$ cat config.mk
export PLATFORM = sky130hd
export DESIGN_NAME = core_fetch_port
export DESIGN_NICKNAME = d
export VERILOG_FILES = /design/src/rtl/core_fetch_port.sv
export SDC_FILE = /design/constraint.sdc
export NUM_CORES = 1
export LEC_CHECK = 0
export CORE_MARGIN = 2
export CORE_UTILIZATION = 35
export CTS_CLUSTER_SIZE = 28
export DETAILED_ROUTE_END_ITERATION = 7
export PLACE_DENSITY = 0.73
export RECOVER_POWER = 50
export SLEW_MARGIN = 40
export SYNTH_ARGS = -nofsm -noshare
export SYNTH_HDL_FRONTEND = slang
export SYNTH_SLANG_ARGS = --single-unit
$ cat constraint.sdc
create_clock -name clk -period 1.4 [get_ports clk]
set_input_delay 0.14 -clock clk [delete_from_list [all_inputs] [get_ports clk]]
set_output_delay 0.14 -clock clk [all_outputs]
set_load 0.01 [all_outputs]
$ cat src/rtl/core_fetch_port.sv
// core_fetch_port: single-outstanding Avalon-MM instruction fetch port with flush/stale handling and bus timeout.
// Optional CORE_FETCH_PORT_STATS_EN adds stat_issued/stat_dropped counters.
module core_fetch_port #(
  parameter int unsigned WAIT_LIMIT = 0
) (
  input  logic        clk,
  input  logic        rst_n,
  input  logic        fetch,
  input  logic [29:0] addr,
  input  logic        flush,
  output logic        fetched,
  output logic [31:0] fetch_data,
  output logic [31:0] avl_address,
  output logic        avl_read,
  input  logic        avl_waitrequest,
  input  logic [31:0] avl_readdata,
  input  logic        avl_readdatavalid,
  output logic        bus_timeout
`ifdef CORE_FETCH_PORT_STATS_EN
  ,
  output logic [31:0] stat_issued,
  output logic [31:0] stat_dropped
`endif
);
  typedef enum logic [1:0] {IDLE, REQ, WAIT, DROP} state_t;
  state_t state, state_n;
  logic [29:0] req_addr;
  logic [31:0] cnt, cnt_n;
  logic flush_seen, rdy, start, accept, deliver, discard, busy, busy_n;
  assign avl_read = state == REQ;
  assign avl_address = {req_addr, 2'b00};
  always_comb begin
    state_n = state;
    start = state == IDLE && rdy && fetch && !flush;
    accept = state == REQ && !avl_waitrequest;
    deliver = state == WAIT && avl_readdatavalid && !flush;
    discard = avl_readdatavalid && (state == DROP || (state == WAIT && flush));
    case (state)
      IDLE: state_n = start ? REQ : IDLE;
      REQ:  state_n = !accept ? REQ : (flush || flush_seen) ? DROP : WAIT;
      WAIT: state_n = avl_readdatavalid ? IDLE : flush ? DROP : WAIT;
      DROP: state_n = avl_readdatavalid ? IDLE : DROP;
    endcase
    busy = state == WAIT || state == DROP;
    busy_n = state_n == WAIT || state_n == DROP;
    // cnt is the 1-based index of the current WAIT/DROP cycle, saturating at WAIT_LIMIT
    cnt_n = !busy_n ? 32'd0 : !busy ? 32'd1 : (cnt < WAIT_LIMIT) ? cnt + 32'd1 : cnt;
  end
  always_ff @(posedge clk or negedge rst_n)
    if (!rst_n) begin
      state <= IDLE;
      req_addr <= '0;
      flush_seen <= 1'b0;
      rdy <= 1'b0;
      cnt <= '0;
      fetched <= 1'b0;
      fetch_data <= '0;
      bus_timeout <= 1'b0;
    end else begin
      state <= state_n;
      rdy <= 1'b1;
      req_addr <= start ? addr : req_addr;
      flush_seen <= state == REQ && !accept && (flush_seen || flush);
      cnt <= cnt_n;
      fetched <= deliver;
      fetch_data <= deliver ? avl_readdata : fetch_data;
      bus_timeout <= bus_timeout || (WAIT_LIMIT != 0 && cnt_n >= WAIT_LIMIT);
    end
`ifdef CORE_FETCH_PORT_STATS_EN
  always_ff @(posedge clk or negedge rst_n)
    if (!rst_n) begin
      stat_issued <= '0;
      stat_dropped <= '0;
    end else begin
      stat_issued <= accept ? stat_issued + 32'd1 : stat_issued;
      stat_dropped <= discard ? stat_dropped + 32'd1 : stat_dropped;
    end
`else
  logic unused;
  assign unused = discard;
`endif
endmodule

==> results.md <==
- The run finished, with violations left.
- The final reports fail on negative setup slack.
- The cell with the most instances after synthesis is dfrtp_1.
- The half-perimeter wire length after placement is 4.060 mm.
- The count of input and output buffers is 131.
- The final period utilization is 1.059.
- Counting every instance in the synthesized netlist gives 153.
- For this configuration, the core starts out at a cell density of 0.3568.
- The maximum number of pins on one net before global-route repair is 68.
- Counting tap cells, the placed design contains a total of 383 instances.
- For the finished layout, the period the worst path requires is 1.482 ns.
- The number of different library cells used by synthesis comes to 17.
- The cell area after synthesis is 0.002560 mm2.
- The number of global-route vias before repair is 1811.
- The max-capacitance violation count is 0.
- The maximum resistive drop on vdd is 0.0008730 V.
- The number of H-tree levels is 3.
- In this run the worst path has a maximum fanout of 8.
- The cell sitting at the root of the clock tree is a clkbuf_8.
- The post-layout instance count excluding filler cells is 411.
- After synthesis, the share of flip-flops with an asynchronous set or reset is 1.000.
- The fraction of synthesized cell area taken by the top area cell type is 0.6549.
- For this design the top-level I/O count stands at 135.
- The number of synthesized flops with an enable pin is 0.
- The maximum root-to-sink buffer count is 2.
- The first-pass iteration count of the detailed router is 2.
- For the pin with the worst max-slew slack, the measured transition is 0.8949 ns.
- Compared with the post-synthesis result, the final layout area differs by 83.28%.
- The worst setup path is captured at a register.
- In this run the remaining antenna-violating nets after routing total 0.
- The routed design has 6.576 mm of wire.
- For this block, the initial DRC count from the detailed router was 38.
- The final global-route overflow total is 0.
- The post-layout worst setup margin is -0.08218 ns.
- Across every metal layer, demand over resource in global routing totals 0.1486.
- The routability congestion estimate from global placement is 0.6666.
- During synthesis, Yosys emitted a total of 0 warnings.
- The setup path with the least slack is of type register to register.
- In the final routed layout, each cell accounts on average for 16.00 um.
- Setup repair after global routing could not meet its margin everywhere.
- The average instance area after synthesis is 16.73 um2.
- The commonest register cell after synthesis is dfrtp_1.
- The region available for standard cell placement spans 0.007176 mm2.
- The detailed-route DRC error count is 0.
- After synthesis the netlist holds a flip-flop and latch count of 67.
- The TritonCTS clock tree is done.
- In the final timing run, aggregate negative setup slack is -2.217 ns.
- The share of post-route cells with drive strength above 1 is 0.3333.
- The number of core rows is 31.
- The number of vias per cell after detailed routing is 4.428.
- The antenna cell count is 0.
- By count the netlist is led by 67 x dfrtp_1, 59 x mux2_2, 6 x buf_4, 3 x buf_6, 3 x mux2_1.
- The number of failing hold endpoints at the final stage is 0.
- The number of pins with negative max-slew slack in the final report is 0.
- In this run the tightest slew margin relative to its limit is 0.4034.
- By area the synthesized netlist is led by dfrtp_1 65%, mux2_2 26%, buf_4 1.8%.
- The analysis attributes to cell leakage a power of 2.337 nW.
- dfrtp_1 takes more of the synthesized area than any other cell.
- Overall power consumption after layout is estimated at 9.098 mW.
- The number of antenna violations at the first check in global routing is 0.
- Of the synthesized area, sequential elements account for 0.6549.
- The height of the die is 89.52 um.
- Clock latency on the worst-skew pair, taken at its later pin, is 0.32 ns.
- At the end of the flow, the number of nets in the layout was 377.
- The die is 89.52 um wide.
- At the worst endpoint, the arrival time is 1.69 ns.
- The clock net in this run drives a total of 67 sinks.
- The clock tree skew after final layout is 0.009923 ns.
- The wire length of the first global-routing pass is 8.859 mm.
- The utilization after layout is 0.6539.
- Based on the critical path, the design can be clocked at up to 674.7 MHz.
- Power spread over the standard cell area amounts to 1939 mW/mm2.
- The routed via count is 1820.
- The path class of the tightest hold or removal check is input port to register.
- STA classifies the critical path startpoint as a register.
- At the placement stage, the worst setup path has a slack of -0.3310 ns.
- Data on the critical path is required at its endpoint by 1.61 ns.
- The number of clock buffers added by TritonCTS is 9.
- The area of the die is 0.008014 mm2.
- Setup violations remaining at the end of the flow were counted as 39.
- Clock-pin slew was measured on the worst setup and hold paths at 0.07 ns.
==> cells by family (layout without fill, tap and decap cells) <==
family,count (synthesis),count (layout),share of synthesized area
mux,62,62,0.2727
simple gates,6,6,0.02200
flops,67,67,0.6549
compound gates,5,5,0.01368
buf+inv,11,168,0.03372
other cells,2,4,0.002934
==> final cells by class <==
cell class,instances,area [um2]
sequential,67,1679
tap,99,123.9
clock inverter,2,12.51
clock buffer,12,155.1
multi-input combinational,77,1040
fill,523,2484
timing repair buffer,152,1674
inverter,2,7.507
==> placed cells by master, fill, tap and decap left out <==
cell type,instances
a21oi_1,1
a22o_1,1
and2b_1,1
buf_12,7
buf_2,2
buf_4,6
buf_6,3
buf_8,1
clkbuf_1,1
clkbuf_16,2
clkbuf_4,1
clkbuf_8,11
clkdlybuf4s50_1,99
clkinv_2,1
clkinvlp_4,1
conb_1,4
dfrtp_1,65
dfrtp_2,2
dlygate4sd2_1,1
dlygate4sd3_1,1
dlymetal6s2s_1,29
inv_1,2
mux2_2,4
mux2_4,58
nand2_2,1
nand2_4,1
nor2_1,1
nor3_4,1
nor4_4,1
o21ai_0,1
o21bai_1,1
o41ai_2,1
==> timing repair <==
action	in CTS	in global routing
hold endpoints to repair	67	0
pin swaps	4	1
gates resized for setup	52	61
gates cloned	3	3
endpoints found under the setup margin	64	87
buffers inserted	8	2
hold buffers	1	0
==> flip-flops by register name, summed over array words and instances (netlist names) <==
register / flops
fetch_data: 32
fetched: 1
flush_seen: 1
rdy: 1
req_addr: 30
state: 2
==> where the power goes <==
| part | leakage (nW) | total (mW) | switching (mW) | internal (mW) |
|---|---|---|---|---|
| sequential | 0.811 | 3.39 | 0.517 | 2.87 |
| clock | 0.0843 | 1.38 | 0.662 | 0.718 |
| combinational | 1.44 | 4.33 | 1.37 | 2.96 |
| total | 2.34 | 9.10 | 2.55 | 6.55 |
==> worst max-delay path, stage by stage, from the launching register on <==
cell     delay [ns]
dfrtp_2        0.45
buf_12         0.14
nor4_4         0.14
buf_6          0.18
buf_12         0.15
mux2_4         0.30
==> stage by stage <==
| stage | cell area (um2) | hold slack, ns |
|---|---|---|
| global placement | 4043 | 0.1866 |
| detailed placement | 4043 | 0.1849 |
| global route | 4692 | 0.4189 |
| CTS | 4459 | 0.3603 |
| finish | 4692 | 0.4256 |
| floorplan | 2613 | -0.1556 |
==> final timing paths <==
check	startpoint	cells after the start	endpoint	slack, ns
worst min register to register	req_addr[19]$_DFFE_PN0P_	1	req_addr[19]$_DFFE_PN0P_	0.51
worst min-delay path	addr[13]	2	req_addr[13]$_DFFE_PN0P_	0.43
min in group asynchronous	rst_n	3	fetch_data[21]$_DFFE_PN0P_	0.58
worst max-delay path	state[1]$_DFF_PN0_	5	req_addr[21]$_DFFE_PN0P_	-0.08
worst max register to register	state[1]$_DFF_PN0_	5	req_addr[21]$_DFFE_PN0P_	-0.08
max in group asynchronous	rst_n	3	state[0]$_DFF_PN0_	0.19
==> per-layer routing <==
metal	vias to the layer above	GRT usage	share of wire
met4	0	0.06920	0.013
met5	-	0	0
met1	909	0.1854	0.41
met2	66	0.2418	0.52
li1	835	-	-
met3	10	0.03878	0.059
(Power assumes the default switching activity.)
